--- config.mk ---
export PLATFORM = sky130hd
export DESIGN_NAME = ps2_scancode_receiver
export DESIGN_NICKNAME = d
export VERILOG_FILES = /design/src/rtl/ps2_scancode_receiver.sv
export SDC_FILE = /design/constraint.sdc
export NUM_CORES = 1
export LEC_CHECK = 0
export CORE_MARGIN = 3
export CORE_UTILIZATION = 45
export CTS_CLUSTER_DIAMETER = 80
export DETAILED_ROUTE_END_ITERATION = 8
export SLEW_MARGIN = 20
export SYNTH_ARGS = -nofsm -noshare
export SYNTH_HDL_FRONTEND = slang
export SYNTH_SLANG_ARGS = --single-unit
--- constraint.sdc ---
create_clock -name clk_in -period 2.4 [get_ports clk_in]
set_clock_uncertainty 0.1 [all_clocks]
set_input_delay 0.48 -clock clk_in [delete_from_list [all_inputs] [get_ports clk_in]]
set_output_delay 0.48 -clock clk_in [all_outputs]
set_load 0.01 [all_outputs]
--- src/rtl/ps2_scancode_receiver.sv ---
// ps2_scancode_receiver
//   PS/2 device-to-host receiver for the keyboard command controller.
//   It synchronises and glitch-filters the raw PS/2 pins and deframes
//   11-bit frames (start, 8 data bits LSB first, odd parity, stop).
//   It also decodes the E0 (extended) and F0 (break) prefixes, so each
//   key press produces exactly one valid pulse carrying its make code.
//
// Parameters
//   FILTER_LEN      consecutive equal synchronised samples before the
//                   filtered PS/2 clock changes level
//   TIMEOUT_CYCLES  clk_in cycles without a falling edge mid-frame before
//                   the frame is aborted
//
// Ports
//   clk_in       in   system clock
//   reset        in   synchronous, active-high reset
//   ps2_clock    in   raw PS/2 clock pin (asynchronous)
//   ps2_data     in   raw PS/2 data pin (asynchronous)
//   scancode     out  [7:0] last accepted make code, held until next accept
//   valid        out  one-cycle pulse: scancode/extended are new
//   extended     out  accepted code was preceded by E0
//   frame_error  out  one-cycle pulse on parity, stop or timeout failure
module ps2_scancode_receiver #(
  parameter int FILTER_LEN     = 8,
  parameter int TIMEOUT_CYCLES = 20000
) (
  input  logic       clk_in,
  input  logic       reset,
  input  logic       ps2_clock,
  input  logic       ps2_data,
  output logic [7:0] scancode,
  output logic       valid,
  output logic       extended,
  output logic       frame_error
);

  localparam int FCNT_W = (FILTER_LEN > 1) ? $clog2(FILTER_LEN) : 1;
  localparam int WD_W   = $clog2(TIMEOUT_CYCLES + 1);

  typedef enum logic [1:0] {
    S_IDLE,
    S_DATA,
    S_PARITY,
    S_STOP
  } state_t;

  // Odd parity: data bits plus parity bit must XOR to 1.
  function automatic logic odd_parity_ok(input logic [7:0] d, input logic p);
    return ^{d, p};
  endfunction

  // Device housekeeping bytes that are swallowed without touching prefixes.
  function automatic logic is_housekeeping(input logic [7:0] b);
    case (b)
      8'hAA, 8'hFA, 8'hFE, 8'hEE, 8'h00, 8'hFF, 8'hE1: return 1'b1;
      default:                                         return 1'b0;
    endcase
  endfunction

  // ---- Stage p0: two-flop synchronisers -----------------------------------
  logic clk_sync_p0, clk_sync_p1;
  logic dat_sync_p0, dat_sync_p1;

  // The clock chain resets high so that leaving reset can never look like
  // a falling edge.
  always_ff @(posedge clk_in) begin
    if (reset) begin
      clk_sync_p0 <= 1'b1;
      clk_sync_p1 <= 1'b1;
    end else begin
      clk_sync_p0 <= ps2_clock;
      clk_sync_p1 <= clk_sync_p0;
    end
  end

  always_ff @(posedge clk_in) begin
    dat_sync_p0 <= ps2_data;
    dat_sync_p1 <= dat_sync_p0;
  end

  // ---- Glitch filter and falling-edge strobe ------------------------------
  logic              filt_clk;
  logic [FCNT_W-1:0] filt_cnt;
  logic              fall_stb;

  // filt_cnt counts consecutive samples that disagree with filt_clk; the
  // FILTER_LEN-th disagreeing sample flips the level.
  always_ff @(posedge clk_in) begin
    if (reset) begin
      filt_clk <= 1'b1;
      filt_cnt <= '0;
      fall_stb <= 1'b0;
    end else begin
      fall_stb <= 1'b0;
      if (clk_sync_p1 == filt_clk) begin
        filt_cnt <= '0;
      end else if (filt_cnt == FCNT_W'(FILTER_LEN - 1)) begin
        filt_clk <= clk_sync_p1;
        filt_cnt <= '0;
        fall_stb <= filt_clk;
      end else begin
        filt_cnt <= filt_cnt + 1'b1;
      end
    end
  end

  // ---- Deframer -----------------------------------------------------------
  state_t            state, state_nxt;
  logic [2:0]        bit_idx, bit_idx_nxt;
  logic [7:0]        shreg, shreg_nxt;
  logic              par_ok, par_ok_nxt;
  logic [WD_W-1:0]   wd_cnt, wd_cnt_nxt;
  logic              vld_nxt, err_nxt;

  always_comb begin
    state_nxt   = state;
    bit_idx_nxt = bit_idx;
    shreg_nxt   = shreg;
    par_ok_nxt  = par_ok;
    wd_cnt_nxt  = '0;
    vld_nxt     = 1'b0;
    err_nxt     = 1'b0;

    // Watchdog runs only mid-frame; an edge always wins over a timeout.
    if (state != S_IDLE && !fall_stb) begin
      if (wd_cnt == WD_W'(TIMEOUT_CYCLES - 1)) begin
        state_nxt = S_IDLE;
        err_nxt   = 1'b1;
      end else begin
        wd_cnt_nxt = wd_cnt + 1'b1;
      end
    end

    if (fall_stb) begin
      case (state)
        S_IDLE: begin
          if (!dat_sync_p1) begin
            state_nxt   = S_DATA;
            bit_idx_nxt = 3'd0;
          end
        end
        S_DATA: begin
          shreg_nxt   = {dat_sync_p1, shreg[7:1]};
          bit_idx_nxt = bit_idx + 3'd1;
          if (bit_idx == 3'd7) state_nxt = S_PARITY;
        end
        S_PARITY: begin
          par_ok_nxt = odd_parity_ok(shreg, dat_sync_p1);
          state_nxt  = S_STOP;
        end
        S_STOP: begin
          state_nxt = S_IDLE;
          if (par_ok && dat_sync_p1) vld_nxt = 1'b1;
          else                       err_nxt = 1'b1;
        end
        default: state_nxt = S_IDLE;
      endcase
    end
  end

  // ---- Stage p1: accepted byte / frame error ------------------------------
  logic       vld_p1, err_p1;
  logic [7:0] byte_p1;

  always_ff @(posedge clk_in) begin
    if (reset) begin
      state  <= S_IDLE;
      wd_cnt <= '0;
      vld_p1 <= 1'b0;
      err_p1 <= 1'b0;
    end else begin
      state  <= state_nxt;
      wd_cnt <= wd_cnt_nxt;
      vld_p1 <= vld_nxt;
      err_p1 <= err_nxt;
    end
  end

  always_ff @(posedge clk_in) begin
    bit_idx <= bit_idx_nxt;
    shreg   <= shreg_nxt;
    par_ok  <= par_ok_nxt;
    byte_p1 <= shreg;
  end

  // ---- Stage p2: prefix decode and registered outputs ---------------------
  logic ext_flag, brk_flag;

  always_ff @(posedge clk_in) begin
    if (reset) begin
      ext_flag    <= 1'b0;
      brk_flag    <= 1'b0;
      scancode    <= 8'h00;
      extended    <= 1'b0;
      valid       <= 1'b0;
      frame_error <= 1'b0;
    end else begin
      valid       <= 1'b0;
      frame_error <= err_p1;
      if (err_p1) begin
        ext_flag <= 1'b0;
        brk_flag <= 1'b0;
      end else if (vld_p1) begin
        if (byte_p1 == 8'hE0) begin
          ext_flag <= 1'b1;
        end else if (byte_p1 == 8'hF0) begin
          brk_flag <= 1'b1;
        end else if (!is_housekeeping(byte_p1)) begin
          // A byte after F0 is the break code of a released key: drop it.
          if (!brk_flag) begin
            scancode <= byte_p1;
            extended <= ext_flag;
            valid    <= 1'b1;
          end
          ext_flag <= 1'b0;
          brk_flag <= 1'b0;
        end
      end
    end
  end

endmodule

; Word level (Yosys, flattened, before mapping)
; Cells that the tools add are included.
[classes]
n_addsub = 3
n_eq_ne = 19
mux = 25
bitwise = 11
n_reduce_logical = 22
[op_table]
columns = cell, count
row1 = "8-bit equality test, second input constant", 8
row2 = 1-bit two-way mux, 17
row3 = "15-bit by 1-bit adder with 15-bit output, second input constant", 1
row4 = "15-bit equality test, second input constant", 1
row5 = 3-bit OR reduction, 4
row6 = 1-bit NOT, 11
row7 = 2-bit two-way mux, 5
row8 = 3-bit AND reduction, 3
row9 = 9-bit parity, 1
row10 = 8-bit logical NOT, 1
row11 = "2-bit inequality test, second input constant", 4
row12 = 2-bit one-hot mux with 4 select lines, 1
row13 = 7-bit OR reduction, 1
row14 = "3-bit by 1-bit adder with 3-bit output, second input constant", 2
row15 = "3-bit equality test, second input constant", 2
row16 = 3-bit one-hot mux with 2 select lines, 1
row17 = 2-bit AND reduction, 3
row18 = 6-bit AND reduction, 1
row19 = 6-bit OR reduction, 1
row20 = "2-bit equality test, second input constant", 2
row21 = 2-bit nonzero test, 2
row22 = 3-bit two-way mux, 1
row23 = "2-bit by 1-bit equality test with 1-bit output, second input constant", 1
row24 = 1-bit logical AND, 2
row25 = 4 further kinds, 4
[totals]
reg_bits = 61

; Logic depth before layout (Yosys ltp)
; Gate-level depths: netlist of run 1.
[depth]
word_depth = 11
mapped_depth = 7
ltp_nobuf = 6

; Least setup slack after synthesis of run 1
; No wires, ideal clock.
[synth_timing]
path_kind = register to register
from = reg byte_p1[7]
to = reg scancode[5]
arrival_ns = 1.628
setup_slack_ns = 0.556
path_stages_with_launch = 7
n_path_buf = 1
period_less_slack_ns = 1.844
cell_sequence = dfxtp_1 -> or4_1 -> a211o_1 -> o211ai_2 -> nor4_2 -> buf_6 -> o211a_1
[synth_via]
elab_chain_len = 10
[synth_lines]
columns = item, line
row1 = from (decl), 163  ; logic [7:0] byte_p1;
row2 = from (signal assigned), 183  ; byte_p1 <= shreg;
row3 = 8-bit equality test or 8-bit logical NOT (tied branches), 54  ; case (b)
row4 = 7-bit OR reduction, 54
row5 = 1-bit two-way mux, 54
row6 = 1-bit two-way mux, 206  ; end else if (byte_p1 == 8'hF0) begin
row7 = 1-bit two-way mux, 204  ; if (byte_p1 == 8'hE0) begin
row8 = 1-bit two-way mux, 203  ; end else if (vld_p1) begin
row9 = 1-bit two-way mux, 200  ; if (err_p1) begin
row10 = 1-bit two-way mux, 190  ; if (reset) begin
row11 = 1-bit NOT (no source line), --
row12 = 6-bit AND reduction (no source line) (*), --
row13 = to (signal assigned), 211  ; scancode <= byte_p1;
row14 = to (decl), 31  ; output logic [7:0] scancode,
; Every way passes the cells marked *; elsewhere a longest branch is shown, timed or not. The select of a mux whose other input is x is not followed.
; A chain may end at the register's enable or synchronous reset.

; Worst setup path after layout of run 1
[layout_timing]
from = reg byte_p1[0]
to = reg extended
[layout_via]
elab_chain_len = 10
[layout_lines]
columns = item, line
row1 = 8-bit equality test or 8-bit logical NOT (tied branches), 54
row2 = 7-bit OR reduction, 54
row3 = 1-bit two-way mux, 54
row4 = 1-bit two-way mux, 206
row5 = 1-bit two-way mux, 204
row6 = 1-bit two-way mux, 203
row7 = 1-bit two-way mux, 200
row8 = 1-bit two-way mux, 190
row9 = 1-bit NOT (no source line), --
row10 = 6-bit AND reduction (no source line) (*), --
row11 = to (signal assigned), 212  ; extended <= ext_flag;
row12 = to (decl), 33  ; output logic extended,
; Marks and branches as above.

==> results of run 1 <==
==> flip-flops by register name, summed over array words and instances (netlist names) <==
| name | flops |
|---|---|
| bit_idx | 3 |
| brk_flag | 1 |
| byte_p1 | 8 |
| clk_sync_p0 | 1 |
| clk_sync_p1 | 1 |
| dat_sync_p0 | 1 |
| dat_sync_p1 | 1 |
| err_p1 | 1 |
| ext_flag | 1 |
| extended | 1 |
| fall_stb | 1 |
| filt_clk | 1 |
| filt_cnt | 3 |
| frame_error | 1 |
| par_ok | 1 |
| scancode | 8 |
| shreg | 8 |
| state | 2 |
| valid | 1 |
| vld_p1 | 1 |
| wd_cnt | 15 |
==> worst max-delay path by stage <==
stage / startpoint / endpoint / slack, ns / depth (start not counted)
2_1_floorplan: byte_p1[7]$_DFF_P_ / scancode[5]$_SDFFE_PP0P_ / 0.56 / 6
3_3_place_gp: byte_p1[0]$_DFF_P_ / scancode[1]$_SDFFE_PP0P_ / -0.001 / 5
3_5_place_dp: reset / scancode[6]$_SDFFE_PP0P_ / 0.18 / 4
4_1_cts: byte_p1[0]$_DFF_P_ / extended$_SDFFE_PP0P_ / 0.33 / 5
5_1_grt: byte_p1[0]$_DFF_P_ / scancode[3]$_SDFFE_PP0P_ / 0.17 / 5
6_report: byte_p1[0]$_DFF_P_ / extended$_SDFFE_PP0P_ / 0.39 / 5
==> metrics by stage <==
stage	setup slack (ns)	setup TNS [ns]	cell area [µm²]
after floorplan	0.5562	0	2386
after global placement	-0.001137	-0.001975	2586
after CTS	0.3345	0	2800
final	0.3870	0	2800
after detailed placement	0.1807	0	2595
after global routing	0.1669	0	2800
==> synthesized netlist by cell type (4+ instances only) <==
cell type                   n  area [µm²]
sky130_fd_sc_hd__a21oi_1    7       35.03
sky130_fd_sc_hd__and3_1     4       25.02
sky130_fd_sc_hd__clkbuf_1   5       18.77
sky130_fd_sc_hd__dfxtp_1   49       980.9
sky130_fd_sc_hd__edfxtp_1  12       360.4
sky130_fd_sc_hd__ha_1       5       62.56
sky130_fd_sc_hd__mux2i_1   10       100.1
sky130_fd_sc_hd__nand2_1   29       108.9
sky130_fd_sc_hd__nand3_1    6       30.03
sky130_fd_sc_hd__nand4_1    5       31.28
sky130_fd_sc_hd__nor2_1    23       86.33
sky130_fd_sc_hd__nor3_1     6       30.03
sky130_fd_sc_hd__xnor2_1   15       131.4
sky130_fd_sc_hd__xor2_1     7       61.31
==> worst reg2reg max path: stages, from the launching register on <==
cell and delay (ns):
sky130_fd_sc_hd__dfxtp_1 0.42, sky130_fd_sc_hd__o21ba_1 0.18, sky130_fd_sc_hd__a211oi_1 0.27, sky130_fd_sc_hd__o211ai_2 0.16, sky130_fd_sc_hd__nor4_4 0.56, sky130_fd_sc_hd__mux2i_1 0.26
==> metal layers <==
metal,share of wire,track usage,vias to the layer above
met3,0.033,0.03855,10
met4,0.035,0.1117,0
li1,-,-,820
met1,0.49,0.1736,738
met5,0,0,-
met2,0.44,0.2156,23
==> cells by family (layout without fill, tap and decap cells) <==
kind of cell	count (synthesis)	after routing	synth area share
DFF	61	61	0.5621
and+or+nand+nor	101	101	0.2176
buffers and inverters	10	35	0.02254
xor gates and xnor gates	22	22	0.08076
AOI/OAI and AO/OA	17	17	0.04877
muxes	10	10	0.04195
adders and majority gates	5	5	0.02622
==> final cells by class <==
type / count / area share
clock buffer: 13 / 0.06792
multi-input combinational: 155 / 0.3570
tap: 67 / 0.02994
inverter: 2 / 0.002681
timing repair buffer: 17 / 0.05809
sequential: 61 / 0.4790
clock inverter: 3 / 0.005362
==> power groups by stage <==
stage,clock (mW),sequential [mW],combinational (mW)
global placement,0,1.07,0.0216
floorplan,0,1.07,0.0141
CTS,0.922,1.05,0.0219
detailed placement,0,1.07,0.0218
global route,0.962,1.05,0.0248
finish,0.888,1.05,0.0216
==> metrics.cfg, run 1 <==
[timing]
fmax_ghz = 0.4968
slew_of_the_pin_with_the_lowest_slew_margin_ns = 0.7211
timing.max_slew.rel_slack = 0.5156
hold_ws_ns = 0.2267
post-route-min-period_ns = 2.013
timing.final.setup_violations = 0
final-hold-violation-count = 0
maxSlewViolCount = 0
grt_setup_unrepaired = no
period_share = 0.8388

[synth]
post_synth_instance_area_mm2 = 0.002386
ys_dominant_reg_cell = sky130_fd_sc_hd__dfxtp_1
yosysWarnings = 0
syn-mean-instance-area_um2 = 10.56
post_synth_inst_count = 226
proportion_of_register_bits_with_asynchronous_set_or_reset_after_synthesis = 0
post_synth_cell_types = 42
synth-seq-cells = 61
synth_nets = 235
synth_edf_count = 12
sequential_cell_area_fraction_in_the_yosys_report = 0.5621

[setup_path]
max_stage_delay_on_crit_path_ns = 0.56
critical_path.reg2reg.endpoint = extended$_SDFFE_PP0P_
cp_data_required_time_ns = 2.56
reg2reg_depth = 5
timing.critical_path.arrival_ns = 2.17
critical_setup_path_kind = flip-flop to flip-flop
r2r-start = byte_p1[0]$_DFF_P_
critPathTopFamily = compound AO/OA/AOI/OAI gates
cp_max_fo = 9
timing.critical_path.cells = o21ba_1 > a211oi_1 > o211ai_2 > nor4_4 > mux2i_1
worstPathBufferInverterCount = 0
critical_path.endpoint_type = flip-flop
start_kind = flip-flop
critical_path.slowest_cell = sky130_fd_sc_hd__nor4_4
reg_to_reg_setup_timing_slack_ns = 0.39

[floorplan]
die_height_um = 78.82
placeableCoreArea_mm2 = 0.004911
fp.dieW_um = 78.82
placementRows = 25
boundaryPins = 15
die-area_mm2 = 0.006212
floorplan.initialDensity = 0.4859

[clock_network]
cts.sinks = 61
worst_skew_pair.late_latency_ns = 0.32
cts.root.buffer_cell = sky130_fd_sc_hd__clkbuf_8
clkTransAtPathRegs_ns = 0.07
number_of_buffers_created_by_cts = 9
cts.htree.levels = 3
cts_repair_resize_count = 0
cts.hold.buffers_added = 0
post_cts_buffers = 0
tritoncts = yes
cts-root-to-sink-buffers = 2

[place]
port_buffers = 14
hpwl_um = 2676
number_of_cells_after_detailed_placement = 302
final_weighted_congestion_in_routability_driven_placement = 0.7982

[power_and_ir_drop]
clock_power_share = 0.454
switching_power_mw = 0.3852
switching_part_of_the_total_power = 0.1969
cellPowerDensity_mw_per_mm2 = 698.8
ir_drop_worst_vdd_mv = 0.4606
cell_internal_pwr_mw = 1.572
leakagePower_nw = 0.9831
seq_power_share = 0.535
combPwrFrac = 0.011
post-layout-total-power_mw = 1.957

[detailed_routing]
vias = 1591
finalWirelength_um = 3821
drt-pass1-iter-count = 4
drtAntennaViolNets = 0
detail_route.iter0.violations = 34
via_per_inst = 5.003
routedWlPerCell_um = 12.02
residual_drc_count = 0

[global_route]
gr-total-overflow = 0
grt_max_degree = 20
first_global_vias = 1592
gr-usage-all-layers = 0.1435
grt_antenna_before_repair = 0
first_pass_grt_wire_length_um = 6906

[final_layout]
flow.area_growth_from_synthesis_pct = 17.36
layout-drive-gt1-share = 0.09960
final_net_count = 255
final_util = 0.5702
stdcell_count = 318
multi_input_comb_area_um2 = 999.7
diodes = 0
final-seq-area_mm2 = 0.001341
fill_cells = 454
mostFrequentLayoutCell = sky130_fd_sc_hd__dfxtp_1
layout_common_cells = sky130_fd_sc_hd__dfxtp_1, sky130_fd_sc_hd__nand2_1, sky130_fd_sc_hd__nor2_1

[flow_run]
maximum_capacitance_violations = 0

[hold_path]
hp-start = dat_sync_p0$_DFF_P_
hold-path-cell-count = 0
timing.hold.worst.class = flip-flop to flip-flop
whs_endpoint = dat_sync_p1$_DFF_P_

[outcome]
outcome = completed

Note: power is estimated with default switching activity, not from simulation.
==> run 2: changes to the inputs <==
Settings changed: PLACE_DENSITY set to 0.66.
Clock period 2.4 ns to 1.6 ns, I/O delays scaled along.
==> run 2 against run 1 <==
Compared with the run above: the run now ends with negative setup slack left; via count grew 6.7%; combinational power up 100%; register-to-register slack lost 0.71 ns; sequential power up 50%; core utilization up 6.5 points; setup slack lost 0.71 ns; largest cell class unchanged.
==> metrics.cfg, run 2 (synthesized netlist as in run 1, its figures left out) <==
[outcome]
outcome = finished, violations left
violations_in_the_final_reports = negative setup slack

[global_route]
gr-usage-all-layers = 0.1586
grt_antenna_before_repair = 0
gr-total-overflow = 0
first_global_vias = 1667
first_pass_grt_wire_length_um = 7486
grt_max_degree = 18

[clock_network]
clkTransAtPathRegs_ns = 0.07
tritoncts = yes
worst_skew_pair.late_latency_ns = 0.33
cts.root.buffer_cell = sky130_fd_sc_hd__clkbuf_8
cts-root-to-sink-buffers = 2
cts.hold.buffers_added = 0
cts.htree.levels = 3
cts.sinks = 61
number_of_buffers_created_by_cts = 9

[final_layout]
layout-drive-gt1-share = 0.2518
stdcell_count = 349
top_register = wd_cnt
final_net_count = 286
diodes = 0
number_of_flip_flops_under_the_largest_register_name = 15
mostFrequentLayoutCell = sky130_fd_sc_hd__dfxtp_1
flow.area_growth_from_synthesis_pct = 30.68
final_cell_area_mm2 = 0.003118
layout_common_cells = sky130_fd_sc_hd__dfxtp_1, sky130_fd_sc_hd__nand2_1, sky130_fd_sc_hd__buf_4

[detailed_routing]
finalWirelength_um = 4345
via_per_inst = 4.862
drtAntennaViolNets = 0
vias = 1697
residual_drc_count = 0
met2RoutedLength_um = 1943
routed.top_layer = met4
routedWlPerCell_um = 12.45
drt-pass1-iter-count = 4
routed-wl-met3_um = 179
met1Wirelength_um = 2147
detail_route.iter0.violations = 31

[setup_path]
max_stage_delay_on_crit_path_ns = 0.49
critPathTopFamily = simple AND/OR/NAND/NOR gates
critical_path.slowest_cell = sky130_fd_sc_hd__or4_1
start_kind = flip-flop
cp_max_fo = 4
r2r-start = byte_p1[0]$_DFF_P_
timing.critical_path.arrival_ns = 2.11
critical_setup_path_kind = flip-flop to flip-flop
critical_path.endpoint_type = flip-flop
worstPathBufferInverterCount = 2
timing.critical_path.cells = buf_6 > or4_1 > a211o_1 > o211ai_4 > buf_6 > or4_1 > o211a_1
reg_to_reg_setup_timing_slack_ns = -0.32
cp_data_required_time_ns = 1.78
critical_path.reg2reg.endpoint = scancode[5]$_SDFFE_PP0P_
reg2reg_depth = 7

[place]
dpl-instance-area_mm2 = 0.002800
number_of_cells_after_detailed_placement = 327
port_buffers = 14
hpwl_um = 2768
final_weighted_congestion_in_routability_driven_placement = 0.7494
dp_worst_setup_slack_ns = -0.3395

[hold_path]
whs_endpoint = dat_sync_p1$_DFF_P_
hp-start = dat_sync_p0$_DFF_P_
hold-path-cell-count = 0
timing.hold.worst.class = flip-flop to flip-flop

[power_and_ir_drop]
seq_power_share = 0.544
leakagePower_nw = 1.211
combPwrFrac = 0.015
ir_drop_worst_vdd_mv = 0.7512
cellPowerDensity_mw_per_mm2 = 925.6
switching_power_mw = 0.6021
switching_part_of_the_total_power = 0.2086
cell_internal_pwr_mw = 2.284
clock_power_share = 0.441

[floorplan]
floorplan.initialDensity = 0.4859
fp.dieW_um = 78.82
die_height_um = 78.82
placeableCoreArea_mm2 = 0.004911
die-area_mm2 = 0.006212
placementRows = 25
boundaryPins = 15

[timing]
timing.final.setup_violations = 12
final.setup.tns_ns = -3.132
period_share = 1.203
grt_setup_unrepaired = yes
final-hold-violation-count = 0
setup_slack_ns = -0.3240
maxSlewViolCount = 0
post-route-min-period_ns = 1.924
slew_of_the_pin_with_the_lowest_slew_margin_ns = 0.4826
fmax_ghz = 0.5197
timing.max_slew.rel_slack = 0.6759

[flow_run]
maximum_capacitance_violations = 0

run 2: cell types whose count changed in the layout (fill, tap and decap cells not counted), sizes merged:
cell           change
nor4               +1
clkinvlp           +1
nand2              +1
dlygate4sd2       +11
buf               +29
clkdlybuf4s50     -11
clkinv             -1
run 2: per-layer routing:
| layer | vias to the layer above | GRT usage |
|---|---|---|
| met5 | - | 0 |
| met2 | 24 | 0.2402 |
| met3 | 7 | 0.06236 |
| met1 | 780 | 0.1927 |
| met4 | 0 | 0.08763 |
| li1 | 886 | - |
run 2: worst register-to-register path: cells and delay by family, from the launching register on:
| family | cells | cell delay [ns] |
|---|---|---|
| AND/OR/NAND/NOR | 2 | 0.59 |
| buffers and inverters | 2 | 0.27 |
| AO/OA/AOI/OAI | 3 | 0.57 |
| flip-flops | 1 | 0.33 |
run 2: layout make-up:
class,instances,area (µm²)
Fill cell,411,1793
Inverter,2,7.507
Sequential cell,61,1348
Multi-Input combinational cell,157,1101
Clock inverter,3,17.52
Clock buffer,13,170.2
Tap cell,67,83.83
Timing Repair Buffer,46,390.4
run 2: worst max path at each step:
| stage | end | slack (ns) | from | cells past startpoint |
|---|---|---|---|---|
| after floorplan | scancode[5]$_SDFFE_PP0P_ | -0.21 | byte_p1[7]$_DFF_P_ | 6 |
| after global placement | scancode[0]$_SDFFE_PP0P_ | -0.71 | byte_p1[2]$_DFF_P_ | 5 |
| after detailed placement | scancode[3]$_SDFFE_PP0P_ | -0.34 | byte_p1[2]$_DFF_P_ | 5 |
| after CTS | scancode[5]$_SDFFE_PP0P_ | -0.31 | byte_p1[0]$_DFF_P_ | 7 |
| after global routing | scancode[5]$_SDFFE_PP0P_ | -0.38 | byte_p1[0]$_DFF_P_ | 6 |
| final | scancode[5]$_SDFFE_PP0P_ | -0.32 | byte_p1[0]$_DFF_P_ | 7 |
run 2: stage by stage:
step	util	power (mW)	hold WS (ns)
global placement	0.5684	1.648	0.2110
CTS	0.6229	2.926	0.2299
detailed placement	0.5702	1.648	0.2150
finish	0.6349	2.886	0.2273
global route	0.6349	3.015	0.2396
floorplan	-	1.625	0.2096
run 2: power by group through the flow:
stage          sequential [mW]  combinational, mW  clock, mW
2_1_floorplan             1.60             0.0212          0
3_3_place_gp              1.60             0.0428          0
3_5_place_dp              1.61             0.0429          0
4_1_cts                   1.57             0.0428       1.31
5_1_grt                   1.57             0.0478       1.40
6_report                  1.57             0.0431       1.27
run 2: repair_timing:
item / in CTS / in global routing
resized for setup: 19 / 15
cloned: 2 / 0
pin swaps: 3 / 3
buffers inserted: 3 / 1
setup endpoints to repair: 38 / 24
==> edit: new RTL, flow settings as in run 1 <==
Re-encode `state_t` (4 states) as one-hot, 4 bits wide.
--- a/src/rtl/ps2_scancode_receiver.sv
+++ b/src/rtl/ps2_scancode_receiver.sv
@@ -39,7 +39,7 @@
 
-  typedef enum logic [1:0] {
-    S_IDLE,
-    S_DATA,
-    S_PARITY,
-    S_STOP
+  typedef enum logic [3:0] {
+    S_IDLE   = 4'b0001,
+    S_DATA   = 4'b0010,
+    S_PARITY = 4'b0100,
+    S_STOP   = 4'b1000
   } state_t;
Check against the original RTL: no difference found for any inputs over 10 cycles, from zero or initial values and one cycle with reset high; not proved beyond that.
==> edit against run 1 <==
Final cell count grew 5.7%. Critical path depth is the same. Worst setup slack gained 0.13 ns. Sequential cell count grew 2. Utilization shrank 0.97 points. Critical endpoint is now bit_idx[1]. Largest cell class unchanged. Area after synthesis grew 6.4%. Cell area grew 5.5%. Critical path type unchanged. Total power shrank 0.40%. Combinational power grew 14%. Largest power group unchanged. Routed wire length grew 4.7%. First-iteration DRC count grew 74%.
==> edit: results (changes against run 1) <==
multi-input gate count = 165 (+6.5%)
clock buffers = 11 (-2)
P_int = 1.56 mW (-0.58%)
final net count = 270 (+5.9%)
fraction of layout cells with a size suffix above 1 = 0.0940 (-0.00562)
post-synthesis adder-cell area fraction = 0.0246 (-0.00159)
slowest CP cell = dfxtp_1
CP max stage delay = 0.37 ns (-0.19 ns)
combinational share of power = 0.013 (+0.002)
post-placement cell area = 2770 um^2 (+6.9%)
Area Overhead vs Synth = 16.3%
Synth cell types = 44 (+4.8%)
Synth area leaders = dfxtp_1 40%, edfxtp_1 14%, nor2_1 4.3%, xnor2_1 4.1%, xor2_1 4.1%
reg-to-reg startpoint = state[1]
routed via count = 1699 (+6.8%)
Comb power = 24.7 uW (+14%)
post-synthesis mux area share = 0.0315 (-0.0104)
GRT Overall Usage = 0.141 (-0.00220)
area occupied by registers = 1380 um^2 (+3.0%)
first-pass GRT wire length = 6.92 mm (+0.20%)
Commonest cells post-synth = 51 x dfxtp_1, 29 x nor2_1, 16 x nand2b_1
worst reg2reg setup slack = 0.51 ns (+0.13 ns)
footprint of the multi-input gates = 1120 um^2 (+12%)
Plain + repair buffers = 18 (+1)
Peak VDD IR = 0.417 mV (-9.6%)
Yosys reg bits = 63 (+3.3%)
vias in the first global route = 1560 (-2.0%)
DRT iter0 DRCs = 59 (+74%)
Clock buf/inv share = 0.0610 (-0.0123)
Max FO, Critical Path = 7 (-2)
largest net degree at the start of global routing = 25 (+25%)
final wirelength = 4.00 mm (+4.7%)
status = complete, no violations
Worst-Margin Slew = 0.574 ns (-0.147 ns)
Seq/Total Area, Yosys = 0.544 (-0.0183)
Non-clock buffer share = 0.0576 (-0.000485)
clk pwr = 844 uW (-5.0%)
post-synthesis compound-gate area fraction = 0.0626 (+0.0138)
==> edit: changes by cell type after synthesis, sizes merged, moves of 4 or more <==
| cell | change |
|---|---|
| xor2 | +5 |
| nor2 | +6 |
| or2b | +4 |
| nand2 | -21 |
| nand2b | +13 |
| clkbuf | -4 |
==> edit: routing by layer <==
metal	track usage	vias to the layer above	wire [um]	part of all wire
met2	0.209	28	1790	0.45
met5	0	-	0	0
li1	-	881	-	-
met1	0.170	783	1960	0.49
met4	0.0861	0	69	0.017
met3	0.0588	7	178	0.045
==> edit: stage by stage <==
step,setup slack (ns),utilization,hold WS [ns],std cells
global route,0.368,0.561,0.248,336
global placement,0.505,0.526,0.211,320
finish,0.515,0.561,0.229,336
CTS,0.512,0.561,0.228,336
floorplan,0.633,-,0.210,236
detailed placement,0.451,0.526,0.212,320
